## config.mk

```make
export PLATFORM = sky130hd
export DESIGN_NAME = prog_timer_flat
export DESIGN_NICKNAME = d
export VERILOG_FILES = /design/src/rtl/prog_timer_if.sv /design/src/rtl/prog_timer.sv /design/src/flat_wrapper.sv
export SDC_FILE = /design/constraint.sdc
export NUM_CORES = 1
export LEC_CHECK = 0
export ABC_AREA = 1
export BUFFER_PORTS_ARGS = -buffer_cell sky130_fd_sc_hd__buf_4
export CORE_AREA = 2 2 81 83
export CTS_BUF_LIST = sky130_fd_sc_hd__clkbuf_4 sky130_fd_sc_hd__clkbuf_8
export DETAILED_ROUTE_END_ITERATION = 8
export DIE_AREA = 0 0 83 85
export GPL_ROUTABILITY_DRIVEN = 0
export PLACE_DENSITY = 0.82
export SYNTH_ARGS = -nofsm -noshare
export SYNTH_HDL_FRONTEND = slang
export SYNTH_SLANG_ARGS = --single-unit
```

## constraint.sdc

```tcl
create_clock -name clk -period 1.57 [get_ports clk]
set_input_delay 0.0785 -clock clk [delete_from_list [all_inputs] [get_ports clk]]
set_output_delay 0.0785 -clock clk [all_outputs]
set_load 0.01 [all_outputs]
```

## src/rtl/prog_timer_if.sv

```systemverilog
// Control/status bundle for prog_timer: load/configuration inputs and the
// count/done/expired/busy status returned by the timer.
interface prog_timer_if #(
  parameter int WIDTH      = 16,
  parameter int PRESCALE_W = 8
);
  logic                  load;
  logic [WIDTH-1:0]      in;
  logic [PRESCALE_W-1:0] prescale;
  logic                  periodic;
  logic                  enable;
  logic                  stop;
  logic [WIDTH-1:0]      count;
  logic                  done;
  logic                  expired;
  logic                  busy;

  modport master (
    output load, in, prescale, periodic, enable, stop,
    input  count, done, expired, busy
  );

  modport slave (
    input  load, in, prescale, periodic, enable, stop,
    output count, done, expired, busy
  );
endinterface

```

## src/rtl/prog_timer.sv

```systemverilog
// Programmable down-counting timer with prescaler, one-shot/periodic modes,
// enable hold and synchronous abort; all outputs come straight from registers.
module prog_timer #(
  parameter int WIDTH      = 16,
  parameter int PRESCALE_W = 8
) (
  input logic          clk,
  input logic          rst,
  prog_timer_if.slave  bus
);

  typedef enum logic [1:0] {
    ST_IDLE    = 2'd0,
    ST_RUN     = 2'd1,
    ST_HOLD    = 2'd2,
    ST_EXPIRED = 2'd3
  } state_t;

  localparam logic [WIDTH-1:0]      CNT_ZERO = {WIDTH{1'b0}};
  localparam logic [WIDTH-1:0]      CNT_ONE  = WIDTH'(1);
  localparam logic [PRESCALE_W-1:0] PC_ZERO  = {PRESCALE_W{1'b0}};
  localparam logic [PRESCALE_W-1:0] PC_ONE   = PRESCALE_W'(1);

  state_t                state_r,   state_n_s;
  logic [WIDTH-1:0]      count_r,   count_n_s;
  logic [WIDTH-1:0]      reload_r,  reload_n_s;
  logic [PRESCALE_W-1:0] pc_r,      pc_n_s;
  logic [PRESCALE_W-1:0] p_r,       p_n_s;
  logic                  mode_r,    mode_n_s;
  logic                  done_r,    done_n_s;
  logic                  expired_r, expired_n_s;
  logic                  busy_r;

  // State and datapath registers; busy is registered from the next state.
  always_ff @(posedge clk) begin
    if (rst) begin
      state_r   <= ST_IDLE;
      count_r   <= CNT_ZERO;
      reload_r  <= CNT_ZERO;
      pc_r      <= PC_ZERO;
      p_r       <= PC_ZERO;
      mode_r    <= 1'b0;
      done_r    <= 1'b0;
      expired_r <= 1'b0;
      busy_r    <= 1'b0;
    end else begin
      state_r   <= state_n_s;
      count_r   <= count_n_s;
      reload_r  <= reload_n_s;
      pc_r      <= pc_n_s;
      p_r       <= p_n_s;
      mode_r    <= mode_n_s;
      done_r    <= done_n_s;
      expired_r <= expired_n_s;
      busy_r    <= (state_n_s == ST_RUN) || (state_n_s == ST_HOLD);
    end
  end

  // Next-state and datapath update; load beats stop, stop beats any tick.
  always_comb begin
    state_n_s   = state_r;
    count_n_s   = count_r;
    reload_n_s  = reload_r;
    pc_n_s      = pc_r;
    p_n_s       = p_r;
    mode_n_s    = mode_r;
    done_n_s    = 1'b0;
    expired_n_s = expired_r;

    if (bus.load) begin
      count_n_s  = bus.in;
      reload_n_s = bus.in;
      p_n_s      = bus.prescale;
      mode_n_s   = bus.periodic;
      pc_n_s     = PC_ZERO;
      if (bus.in == CNT_ZERO) begin
        state_n_s   = ST_EXPIRED;
        expired_n_s = 1'b1;
        done_n_s    = 1'b1;
      end else begin
        expired_n_s = 1'b0;
        state_n_s   = bus.enable ? ST_RUN : ST_HOLD;
      end
    end else if (bus.stop) begin
      state_n_s   = ST_IDLE;
      count_n_s   = CNT_ZERO;
      pc_n_s      = PC_ZERO;
      expired_n_s = 1'b0;
    end else begin
      case (state_r)
        ST_IDLE: begin
          count_n_s = CNT_ZERO;
        end
        ST_RUN: begin
          if (!bus.enable) begin
            state_n_s = ST_HOLD;
          end else if (pc_r == p_r) begin
            pc_n_s = PC_ZERO;
            if (count_r > CNT_ONE) begin
              count_n_s = count_r - CNT_ONE;
            end else if (count_r == CNT_ONE) begin
              // Terminal tick: periodic reloads and keeps running.
              done_n_s = 1'b1;
              if (mode_r) begin
                count_n_s = reload_r;
              end else begin
                count_n_s   = CNT_ZERO;
                state_n_s   = ST_EXPIRED;
                expired_n_s = 1'b1;
              end
            end else begin
              state_n_s = ST_IDLE;
            end
          end else begin
            pc_n_s = pc_r + PC_ONE;
          end
        end
        ST_HOLD: begin
          if (bus.enable) begin
            state_n_s = ST_RUN;
          end else begin
            state_n_s = ST_HOLD;
          end
        end
        ST_EXPIRED: begin
          count_n_s   = CNT_ZERO;
          expired_n_s = 1'b1;
        end
        default: begin
          state_n_s = ST_IDLE;
          count_n_s = CNT_ZERO;
          pc_n_s    = PC_ZERO;
        end
      endcase
    end
  end

  assign bus.count   = count_r;
  assign bus.done    = done_r;
  assign bus.expired = expired_r;
  assign bus.busy    = busy_r;

endmodule

```

## src/flat_wrapper.sv

```systemverilog
// flat-port wrapper written by rule: the top's interface ports become plain ports
module prog_timer_flat 
#(
  parameter int WIDTH      = 16,
  parameter int PRESCALE_W = 8
)
  (clk, rst, bus_load, bus_in, bus_prescale, bus_periodic, bus_enable, bus_stop, bus_count, bus_done, bus_expired, bus_busy);
  prog_timer_if #(.WIDTH(WIDTH), .PRESCALE_W(PRESCALE_W)) bus_i ();
  input logic clk;
  input logic rst;
  input wire logic [$bits(bus_i.load)-1:0] bus_load;
  input wire logic [$bits(bus_i.in)-1:0] bus_in;
  input wire logic [$bits(bus_i.prescale)-1:0] bus_prescale;
  input wire logic [$bits(bus_i.periodic)-1:0] bus_periodic;
  input wire logic [$bits(bus_i.enable)-1:0] bus_enable;
  input wire logic [$bits(bus_i.stop)-1:0] bus_stop;
  output wire logic [$bits(bus_i.count)-1:0] bus_count;
  output wire logic [$bits(bus_i.done)-1:0] bus_done;
  output wire logic [$bits(bus_i.expired)-1:0] bus_expired;
  output wire logic [$bits(bus_i.busy)-1:0] bus_busy;
  assign bus_i.load = bus_load;
  assign bus_i.in = bus_in;
  assign bus_i.prescale = bus_prescale;
  assign bus_i.periodic = bus_periodic;
  assign bus_i.enable = bus_enable;
  assign bus_i.stop = bus_stop;
  assign bus_count = bus_i.count;
  assign bus_done = bus_i.done;
  assign bus_expired = bus_i.expired;
  assign bus_busy = bus_i.busy;
  prog_timer #(.WIDTH(WIDTH), .PRESCALE_W(PRESCALE_W)) u_core (.clk(clk), .rst(rst), .bus(bus_i));
endmodule
```

-- Word level (Yosys, flattened, before mapping)
Index checks and enable logic that the tools add are counted.
- register bits after elaboration: 54
- input bits: 30
- output and inout bits: 19
- word-level logic and storage cells: 70
- $add $sub $neg: 2
- magnitude comparators: 1
- equality and inequality tests: 13
- muxes and demuxes: 35
- reductions and logical operators: 10
- operators with widths (kind ; count):
    two-way mux 16 bit ; 7
    case mux 16 bit (2 select lines) ; 1
    two-way mux 2 bit ; 9
    == test 16 x 1 -> 1 bit (second input constant) ; 1
    > comparator 16 x 1 -> 1 bit (second input constant) ; 1
    zero test 16 bit ; 1
    subtractor 16 x 1 -> 16 bit (second input constant) ; 1
    two-way mux 1 bit ; 15
    != test 4 bit (second input constant) ; 3
    adder 8 x 1 -> 8 bit (second input constant) ; 1
    == test 8 bit ; 1
    two-way mux 8 bit ; 1
    != test 4 x 3 -> 1 bit (second input constant) ; 2
    nonzero test 4 bit ; 2
    == test 2 bit (second input constant) ; 3
    AND reduction 6 bit ; 1
    != test 5 x 3 -> 1 bit (second input constant) ; 1
    == test 2 x 1 -> 1 bit (second input constant) ; 2
    case mux 2 bit (2 select lines) ; 1
    AND reduction 4 bit ; 1
    OR reduction 3 bit ; 1
    zero test 2 bit ; 1
    case mux 1 bit (2 select lines) ; 1
    AND reduction 2 bit ; 1
    2 further kinds ; 2

-- Longest topological paths before layout
Gate-level depths: netlist of run 1.
- word-level depth: 10
- gate-level depth with buffers: 16
- gate-level depth less buffers: 16

-- Worst setup path before layout of run 1
No wires, ideal clock.
- kind: register to register
- start: register u_core.state_r[0]
- end: register u_core.count_r[15], in the netlist u_core.bus.count[15]
- library setup time: 117 ps
- arrival time: 1624 ps
- setup slack: -171 ps
- cell stages (with the launch flop): 12
- path buffers: 1
- period minus slack after synthesis: 1741 ps
- cell sequence: dfxtp_1 > inv_1 > ha_1 > nor2_1 > inv_2 > nor2_1 > nor2_2 > nand2_2 > inv_2 > buf_6 > o21ai_0 > nor2_1
- longest elaborated chain between the ends: 5
- ends and longest elaborated chain (what ; line ; source):
    start: declaration ; prog_timer.sv:24 ; state_t state_r, state_n_s;
    start signal: assignment ; prog_timer.sv:47 ; state_r <= state_n_s;
    == test 2 bit / zero test 2 bit (equally long branches) ; prog_timer.sv:90 ; case (state_r)
    OR reduction 2 bit (no source line) ; n/a ;
    case mux 16 bit (2 select lines) ; prog_timer.sv:90 ;
    two-way mux 16 bit ; prog_timer.sv:84 ; end else if (bus.stop) begin
    two-way mux 16 bit ; prog_timer.sv:70 ; if (bus.load) begin
    end signal: assignment ; prog_timer.sv:48 ; count_r <= count_n_s;
    end: declaration ; prog_timer.sv:25 ; logic [WIDTH-1:0] count_r, count_n_s;
Parallel ways exist; a longest one is shown, timed or not.
A chain may end at the register's enable or synchronous reset.

-- Worst setup path in the final report of run 1
- start: register u_core.pc_r[0]
- end: register u_core.count_r[6], in the netlist u_core.bus.count[6]
- longest elaborated chain between the ends: 3
- ends and longest elaborated chain (what ; line ; source):
    start: declaration ; prog_timer.sv:27 ; logic [PRESCALE_W-1:0] pc_r, pc_n_s;
    start signal: assignment ; prog_timer.sv:50 ; pc_r <= pc_n_s;
    == test 8 bit ; prog_timer.sv:97 ; end else if (pc_r == p_r) begin
    != test 4 x 3 -> 1 bit (no source line) ; n/a ;
    AND reduction 4 bit (no source line) ; n/a ;
No other way between the ends.

==> metrics.cfg, run 1 <==
[outcome]
outcome = complete, but fails checks
violations = negative setup slack

[placement]
pre_cts_slack_ns = -0.123
dp_hpwl_mm = 6.61
portBuffers = 48
place_area_mm2 = 0.00407

[synthesis]
synth-async-reset-ratio_pct = 0
ys_warn_count = 0
ys_ff_latch = 54
synth_top_area_share_pct = 34.3
synth.distinct_cells = 37
synth_common_cells = 131 x nand2_1, 60 x a21oi_1, 54 x dfxtp_1, 41 x inv_1, 34 x nor2_1
synth_enable_flop_cells = 0
syn_nets = 508
netlist_area_mm2 = 0.00315
synth_area_leaders = dfxtp_1 34%, nand2_1 16%, a21oi_1 9.5%, inv_1 4.9%, nor2_1 4.0%
synth_cells = 472
yosysTopAreaCell = dfxtp_1
avgSynthCellArea_um2 = 6.68
yosysMostFrequentCell = nand2_1
ys.flop_type = dfxtp_1
synth_seq_area_share_pct = 34.3

[critical_path]
path_buf_inv = 5
worstSetupPathType = reg2reg
path_common_cell = nand2_2
max_stage_delay_ns = 0.36
cpLargestDelayFamily = simple AND/OR/NAND/NOR gates
timing.critical_path.slowest_stage_cell = dfxtp_2
path_max_fanout = 8
start_kind = flip-flop
cp.arrival_ns = 2.13
worstPathRequired_ns = 1.82
cp_cell_sequence = inv_2 -> nand2_1 -> nand2_1 -> clkinv_1 -> nand2_2 -> nor2_2 -> nand2_2 -> o21ai_4 -> nand2_2 -> inv_4 -> buf_8 -> buf_6 -> o21ai_2 -> a31oi_1
end_kind = flip-flop

[layout]
nets = 634
design_area_mm2 = 0.00460
n_antenna_cell = 0
area_delta_synth_final_pct = 45.9
layout-drive-gt1-share_pct = 40.1
fillers = 427

[timing]
finalHoldViolations = 0
worst_slack_ns = -0.310
period_share_pct = 120
maxSlewViolCount = 0
max_freq_ghz = 0.532
finalClockSkew_ns = 0.00996
max_slew.worst_pin.slew_ns = 0.562
slew_headroom_pct = 62.5
setup-violations-final = 22
layout_min_cycle_time_ns = 1.88
rsz0062_at_grt = true

[detailed_routing]
wirelength_mm = 11.0
dr.pass1.iters = 5
first_iter_violations = 298
route.detailed.drc = 0
num_vias = 3883
ant_nets = 0
wl_per_cell_um = 16.3
via_per_inst = 5.74

[floorplan]
rows = 29
io_pins = 49
dieArea_mm2 = 0.00706
die_h_um = 85
core-area_mm2 = 0.00620
die_x_um = 83
start_util_pct = 50.8

[pwr]
p_total_uw = 3640
leakagePower_uw = 0.00212
powerDensity_mw_per_mm2 = 791
vdd_drop_max_uv = 573

[grt]
grt_pass1_vias = 3671
antenna_found_initial = 0
grt_max_degree = 30
grt_overflow = 0
grt_pass1_wl_mm = 16.3
grt_usage_pct = 28.3

[cts]
cts_max_path_buffers = 2
cts_tree = done
cts_hold_buf = 0
cts_root_buf = clkbuf_8
insertion_delay_ns = 0.32
cts_inserted_buffers = 5
clk_pin_slew_ns = 0.10
ctsHtreeMaxLevel = 2
clock-sinks = 54

[worst_hold_path]
min_path_type = in2reg

[run]
max_cap_viol_count = 0

[path summary, 6_finish.rpt]
kind | endpoint | slack (ns) | cells past startpoint | startpoint
max | u_core.bus.count[6] | -0.31 | 14 | u_core.pc_r[0]
min | u_core.p_r[2] | 0.03 | 3 | bus_prescale[2]
max reg2reg | u_core.bus.count[6] | -0.31 | 14 | u_core.pc_r[0]
min reg2reg | u_core.reload_r[12] | 0.46 | 2 | u_core.reload_r[12]
[cell type report]
class	count	area [µm²]	share of cell area, %
multi-input combinational	349	2000	43.5
sequential	54	1100	24.0
timing repair buffer	135	1090	23.8
inverter	53	206	4.49
tap	77	96.3	2.09
clock buffer	7	90.1	1.96
clock inverter	1	5.00	0.109
[layer usage]
layer	share of wire [%]	wire length, µm	global-route usage (%)	vias to the layer above
li1	-	-	-	1803
met1	38	4180	31.9	1804
met2	50	5540	51.0	217
met3	7.7	844	4.67	59
met4	4.2	459	15.2	0
met5	0	0	0	-
[logic make-up after synthesis]
group	after synthesis	share of synthesized area, %
and+or+nand+nor	212	30.0
AOI/OAI and AO/OA	120	20.7
buffers and inverters	69	9.64
DFF	54	34.3
xor gates and xnor gates	11	3.06
adders and majority gates	6	2.38
[registers in the layout, indices dropped and copies added, names as in the netlist]
signal              count
u_core.bus.busy         1
u_core.bus.done         1
u_core.reload_r        16
u_core.p_r              8
u_core.state_r          2
u_core.bus.expired      1
u_core.mode_r           1
u_core.pc_r             8
u_core.bus.count       16
[power by group]
part	internal [µW]	total (µW)	switching (µW)
clock network	375	845	470
registers	1450	1510	60.2
logic	574	1280	704
[cells in the final DEF, fill, tap and decap left out, drive strengths merged]
cell / n
nand3: 10
a21boi: 1
nand3b: 1
a211o: 2
buf: 134
nor2: 45
nor4: 6
nand2: 140
o21a: 1
a21oi: 60
a211oi: 2
o32ai: 1
xor2: 9
clkinv: 3
xnor2: 2
nor3: 3
dfxtp: 54
o21ai: 40
inv: 51
a31oi: 12
o211ai: 1
clkbuf: 8
ha: 6
or2: 2
nand4: 3
nor3b: 2
[per-stage QoR]
step                setup TNS (ns)  utilization [%]  cells  hold slack, ns
floorplan                  -0.0314                -    472           0.241
global placement            -0.269             65.5    648           0.359
detailed placement           -1.15             65.5    648           0.369
CTS                          -1.49             70.5    667          0.0401
global route                 -7.23             74.1    676          0.0477
finish                       -4.53             74.1    676          0.0344
[tightest hold or removal path, delay by kind of cell]
kind	cells	cell delay, ns
AO/OA/AOI/OAI	2	0.17
buffers and inverters	1	0.07
[what timing repair did]
| item | 4_1_cts | 5_1_grt |
|---|---|---|
| endpoints found under the setup margin | 21 | 28 |
| gates resized for setup | 30 | 49 |
| pin swaps | 14 | 17 |
| buffers inserted | 11 | 8 |
| cloned | 0 | 1 |
| endpoints found under the hold margin | 0 | 0 |
No activity file was read; power rests on OpenSTA's default activity.
==> run 2: changes to the inputs <==
--- a/config.mk
+++ b/config.mk
@@ -7,12 +7,15 @@
 export LEC_CHECK = 0
 export ABC_AREA = 1
 export BUFFER_PORTS_ARGS = -buffer_cell sky130_fd_sc_hd__buf_4
-export CORE_AREA = 2 2 81 83
+export CELL_PAD_IN_SITES_DETAIL_PLACEMENT = 1
+export CELL_PAD_IN_SITES_GLOBAL_PLACEMENT = 1
+export CORE_AREA = 2 2 96 98
 export CTS_BUF_LIST = sky130_fd_sc_hd__clkbuf_4 sky130_fd_sc_hd__clkbuf_8
 export DETAILED_ROUTE_END_ITERATION = 8
-export DIE_AREA = 0 0 83 85
+export DIE_AREA = 0 0 98 100
 export GPL_ROUTABILITY_DRIVEN = 0
 export PLACE_DENSITY = 0.82
+export SETUP_SLACK_MARGIN = 0.1
 export SYNTH_ARGS = -nofsm -noshare
 export SYNTH_HDL_FRONTEND = slang
 export SYNTH_SLANG_ARGS = --single-unit
==> metrics.cfg, run 2 (synthesis gave the netlist of run 1 again) <==
[critical_path]
max_stage_delay_ns = 0.38  ; +0.02 ns
path_max_fanout = 4  ; -4
cp_cell_sequence = inv_1 -> nand2_1 -> nand2_1 -> nor2_1 -> nand2_2 -> nor2_4 -> nand2_2 -> nand2_2 -> nand2_1 -> nand2_1 -> nand2_2 -> nand2_2 -> nand2_2 -> inv_2 -> nand2_1 -> nand2_1
startpoint = u_core.p_r[5]
worstPathRequired_ns = 1.85  ; +0.03 ns
worstSetupPathType = reg2reg
reg2reg_to = u_core.bus.busy
cp-endpoint = u_core.bus.busy
end_kind = flip-flop
start_kind = flip-flop
reg2reg_slack_ns = -0.42  ; -0.11 ns
cp.arrival_ns = 2.27  ; +0.14 ns
reg2reg_depth = 16  ; +2
timing.critical_path.slowest_stage_cell = dfxtp_2
r2r-start = u_core.p_r[5]

[worst_hold_path]
hp-start = bus_prescale[4]
min_path_type = in2reg

[layout]
mostFrequentLayoutCells = 145 x buf_4, 89 x nand2_1, 53 x a21oi_1
n_antenna_cell = 0  ; unchanged
fillers = 1108  ; +160%
layout.cells.non_filler = 737  ; +9.0%
nets = 661  ; +4.3%
area_delta_synth_final_pct = 67.4
final-seq-area_mm2 = 0.00113  ; +2.3%
final_common_cell = buf_4
layout-drive-gt1-share_pct = 57.0  ; +17 points
multi_input_area_mm2 = 0.00232  ; +16%

[timing]
setup-violations-final = 24  ; +9.1%
rsz0062_at_grt = true
finalHoldViolations = 0  ; unchanged
layout_min_cycle_time_ns = 1.99  ; +0.107 ns
max_slew.worst_pin.slew_ns = 0.429  ; -0.133 ns
max_freq_ghz = 0.503  ; -5.4%
worst_slack_ns = -0.416  ; -0.107 ns
maxSlewViolCount = 0  ; unchanged
slew_headroom_pct = 71.1  ; +8.6 points
finalClockSkew_ns = 0.0210  ; +0.0111 ns
period_share_pct = 127  ; +6.8 points

[cts]
ctsHtreeMaxLevel = 2  ; unchanged
clk_pin_slew_ns = 0.12  ; +0.02 ns
clock-sinks = 54  ; unchanged
cts_hold_buf = 0  ; unchanged
cts_tree = done
insertion_delay_ns = 0.35  ; +0.03 ns
cts_root_buf = clkbuf_8
cts_max_path_buffers = 2  ; unchanged
cts_inserted_buffers = 5  ; unchanged

[placement]
place_inst = 703  ; +8.5%
pre_cts_slack_ns = -0.211  ; -0.0885 ns
dp_hpwl_mm = 8.92  ; +35%
portBuffers = 48  ; unchanged

[floorplan]
io_pins = 49  ; unchanged
rows = 35  ; +21%
die_x_um = 98  ; +18%
dieArea_mm2 = 0.00980  ; +39%
core-area_mm2 = 0.00889  ; +43%
start_util_pct = 35.5  ; -15 points
die_h_um = 100  ; +18%

[detailed_routing]
first_iter_violations = 219  ; -27%
route.detailed.drc = 0  ; unchanged
via_per_inst = 5.69  ; -0.98%
wl_per_cell_um = 23.4  ; +43%
wirelength_mm = 17.2  ; +56%
ant_nets = 0  ; unchanged
num_vias = 4192  ; +8.0%
dr.pass1.iters = 4  ; -1

[grt]
globalRoute.busiestLayer = met2
grt_overflow = 0  ; unchanged
grt_pass1_wl_mm = 21.8  ; +34%
antenna_found_initial = 0  ; unchanged
use_met3_pct = 4.67  ; about the same
grt_pass1_vias = 4174  ; +14%
grt.met1_usage_pct = 32.3  ; +0.34 points
grt_use_met2_pct = 52.1  ; +1.0 points
grt_usage_pct = 28.2  ; -0.074 points
grt_max_degree = 25  ; -17%

[pwr]
leakagePower_uw = 0.00236  ; +11%
vdd_drop_max_uv = 388  ; -32%
powerDensity_mw_per_mm2 = 830  ; +5.0%

[outcome]
outcome = complete, but fails checks
violations = negative setup slack

[run]
max_cap_viol_count = 0  ; unchanged

[run 2: where the power goes]
part / internal (µW) / switching (µW) / total (µW)
registers: 1460 / 81.0 / 1540
clock network: 682 / 570 / 1250
logic: 678 / 916 / 1590
total: 2820 / 1570 / 4380
[run 2: repair_timing]
action | 4_1_cts | 5_1_grt
pin swaps | 41 | 49
buffers inserted | 8 | 18
gates cloned | 1 | 1
setup endpoints to repair | 27 | 28
gates resized for setup | 70 | 114
[run 2: worst min-delay path by stage]
stage	end	cells past startpoint
finish	u_core.p_r[4]	3
global route	u_core.mode_r	3
CTS	u_core.mode_r	3
detailed placement	u_core.mode_r	3
global placement	u_core.p_r[2]	3
floorplan	u_core.reload_r[14]	2
[run 2: per-stage QoR]
step	area, µm²	utilization, %	TNS [ns]	power (µW)	hold WS (ns)
3_3_place_gp	4340	48.8	-1.07	2650	0.360
5_1_grt	5280	59.4	-7.62	4530	0.0414
3_5_place_dp	4340	48.8	-2.61	2710	0.368
2_1_floorplan	3250	-	0	2150	0.241
4_1_cts	4780	53.8	-2.43	4020	0.0367
6_report	5280	59.4	-5.62	4380	0.0112
[run 2: final cells by class]
cell class	count	area share (%)
clock inverter	2	1.14
tap	111	2.63
inverter	53	4.05
clock buffer	6	1.56
timing repair buffer	162	25.3
multi-input combinational	349	43.9
sequential	54	21.4
[run 2: routing by layer]
layer,wire (µm),vias to the layer above
met3,942,107
met1,6190,2042
met5,0,-
li1,-,1850
met2,8710,193
met4,1390,0
[run 2: worst max-delay path, delay by kind of cell (launching register included)]
family,cells,cell delay [ns]
AND/OR/NAND/NOR,14,1.36
flip-flops,1,0.38
buffers and inverters,2,0.16
==> run 3: changes to the inputs <==
--- a/config.mk
+++ b/config.mk
@@ -16,6 +16,8 @@
 export GPL_ROUTABILITY_DRIVEN = 0
 export PLACE_DENSITY = 0.82
 export SETUP_SLACK_MARGIN = 0.1
+export SLEW_MARGIN = 5
 export SYNTH_ARGS = -nofsm -noshare
 export SYNTH_HDL_FRONTEND = slang
 export SYNTH_SLANG_ARGS = --single-unit
+export TNS_END_PERCENT = 50
==> metrics.cfg, run 3 (synthesis gave the netlist of run 1 again) <==
[timing]
setup-violations-final = 22  ; -8.3%
rsz0062_at_grt = true
slew_headroom_pct = 67.9  ; -3.2 points
worst_slack_ns = -0.459  ; -0.0425 ns
layout_min_cycle_time_ns = 2.03  ; +0.0425 ns
period_share_pct = 129  ; +2.7 points
finalHoldViolations = 0  ; unchanged
max_freq_ghz = 0.493  ; -2.1%
maxSlewViolCount = 0  ; unchanged
holdWs_ns = 0.0334  ; +0.0222 ns
max_slew.worst_pin.slew_ns = 0.477  ; +0.0471 ns
finalClockSkew_ns = 0.0197  ; -0.00132 ns

[placement]
place_area_mm2 = 0.00429  ; -1.1%
dp_hpwl_mm = 8.74  ; -2.0%
place_inst = 700  ; -0.43%
portBuffers = 48  ; unchanged

[layout]
n_antenna_cell = 0  ; unchanged
fillers = 1093  ; -1.4%
fin_util_pct = 57.6  ; -1.8 points
nets = 652  ; -1.4%
mostFrequentLayoutCells = 138 x buf_4, 103 x nand2_1, 54 x a21oi_1
final-seq-area_mm2 = 0.00113  ; unchanged
multi_input_area_mm2 = 0.00226  ; -2.4%
layout.cells.non_filler = 728  ; -1.2%
layout-drive-gt1-share_pct = 51.2  ; -5.8 points
area_delta_synth_final_pct = 62.3
design_area_mm2 = 0.00512  ; -3.1%
final_common_cell = buf_4

[critical_path]
path_max_fanout = 3  ; -1
worstSetupPathType = reg2reg
reg2reg_slack_ns = -0.46  ; -0.04 ns
reg2reg_to = u_core.bus.count[11]
worstPathRequired_ns = 1.83  ; -0.02 ns
max_stage_delay_ns = 0.36  ; -0.02 ns
cp.depth = 11  ; -5
reg2reg_depth = 11  ; -5
path_common_cell = nor2_1
path_buf_inv = 3  ; +1
end_kind = flip-flop
start_kind = flip-flop
cp.arrival_ns = 2.29  ; +0.02 ns
timing.critical_path.slowest_stage_cell = dfxtp_2
r2r-start = u_core.bus.count[1]
cpLargestDelayFamily = simple AND/OR/NAND/NOR gates
cp-endpoint = u_core.bus.count[11]
startpoint = u_core.bus.count[1]
cp_cell_sequence = inv_4 -> buf_4 -> buf_4 -> nand4_1 -> nor2_1 -> nand3_1 -> o21ai_1 -> a21oi_1 -> o21ai_1 -> nor2_1 -> nor2_1

[detailed_routing]
num_vias = 4139  ; -1.3%
dr.pass1.iters = 5  ; +1
wirelength_mm = 16.3  ; -5.3%
route.detailed.drc = 0  ; unchanged
ant_nets = 0  ; unchanged
via_per_inst = 5.69  ; about the same
first_iter_violations = 259  ; +18%
wl_per_cell_um = 22.4  ; -4.1%

[pwr]
vdd_drop_max_uv = 440  ; +13%
powerDensity_mw_per_mm2 = 805  ; -3.1%
leakagePower_uw = 0.00224  ; -4.8%
p_total_uw = 4120  ; -6.1%

[run]
max_cap_viol_count = 0  ; unchanged

[floorplan]
die_x_um = 98  ; unchanged
die_h_um = 100  ; unchanged
dieArea_mm2 = 0.00980  ; unchanged
start_util_pct = 35.5  ; unchanged
io_pins = 49  ; unchanged
rows = 35  ; unchanged
core-area_mm2 = 0.00889  ; unchanged

[cts]
cts_root_buf = clkbuf_8
ctsHtreeMaxLevel = 2  ; unchanged
clk_pin_slew_ns = 0.12  ; about the same
cts_tree = done
cts_hold_buf = 0  ; unchanged
cts_max_path_buffers = 2  ; unchanged
cts_inserted_buffers = 5  ; unchanged
clock-sinks = 54  ; unchanged
insertion_delay_ns = 0.33  ; -0.02 ns

[outcome]
violations = negative setup slack
outcome = complete, but fails checks

[grt]
grt_usage_pct = 27.6  ; -0.56 points
grt_pass1_wl_mm = 21.6  ; -0.70%
grt_max_degree = 23  ; -8.0%
grt_overflow = 0  ; unchanged
grt_pass1_vias = 4303  ; +3.1%
antenna_found_initial = 0  ; unchanged

[worst_hold_path]
min_path_type = in2reg

==> run 3: changes by cell type in the layout (fill, tap and decap cells not counted), moves of 8 or more <==
| cell | previous run | this run |
|---|---|---|
| nand2_2 | 37 | 29 |
| nand2_1 | 89 | 103 |
| inv_2 | 28 | 19 |
| inv_1 | 19 | 29 |
==> run 3: how the worst min path moves through the flow <==
stage | from | endpoint | slack, ns | cells past startpoint
after floorplan | bus_in[14] | u_core.reload_r[14] | 0.24 | 2
after global placement | bus_prescale[2] | u_core.p_r[2] | 0.36 | 3
after detailed placement | bus_prescale[2] | u_core.p_r[2] | 0.38 | 3
after CTS | bus_prescale[2] | u_core.p_r[2] | 0.04 | 3
after global routing | bus_in[10] | u_core.bus.count[10] | 0.06 | 3
final | bus_prescale[3] | u_core.p_r[3] | 0.03 | 3
==> run 3: worst min-delay path, delay by kind of cell <==
family	cells	cell delay (ns)
buffers and inverters	1	0.07
AOI/OAI and AO/OA	2	0.18
==> run 3: where the power goes <==
part           switching (µW)  internal (µW)  leakage, µW
logic                     891            673      0.00173
registers                78.4           1460     0.000457
clock network             524            495    0.0000548
total                    1490           2620      0.00224
==> run 3: timing repair <==
item,in CTS,in global routing
buffers inserted,13,3
cloned,2,2
endpoints found under the setup margin,27,30
pin swaps,21,18
gates resized for setup,59,75
==> run 3: area by class of cell <==
cell class	count	area share [%]
well taps	111	2.71
multi-input cells	349	44.2
clock buffers	6	1.49
flip-flops and latches	54	22.1
repair buffers	153	24.7
clock inverters	2	0.734
inverters	53	4.11
==> run 3: metal layers <==
metal,global-route usage [%],vias to the layer above,routed length (µm)
met4,13.1,0,827
met2,51.6,210,8350
met5,0,-,0
met3,4.39,75,1020
met1,30.6,2026,6120
li1,-,1828,-
==> run 3: stage by stage <==
step           setup slack (ns)  setup TNS [ns]
6_report                 -0.459           -6.10
5_1_grt                  -0.492           -7.53
3_5_place_dp             -0.194           -2.83
2_1_floorplan           0.00437               0
4_1_cts                  -0.166           -2.51
3_3_place_gp            -0.0748          -0.674
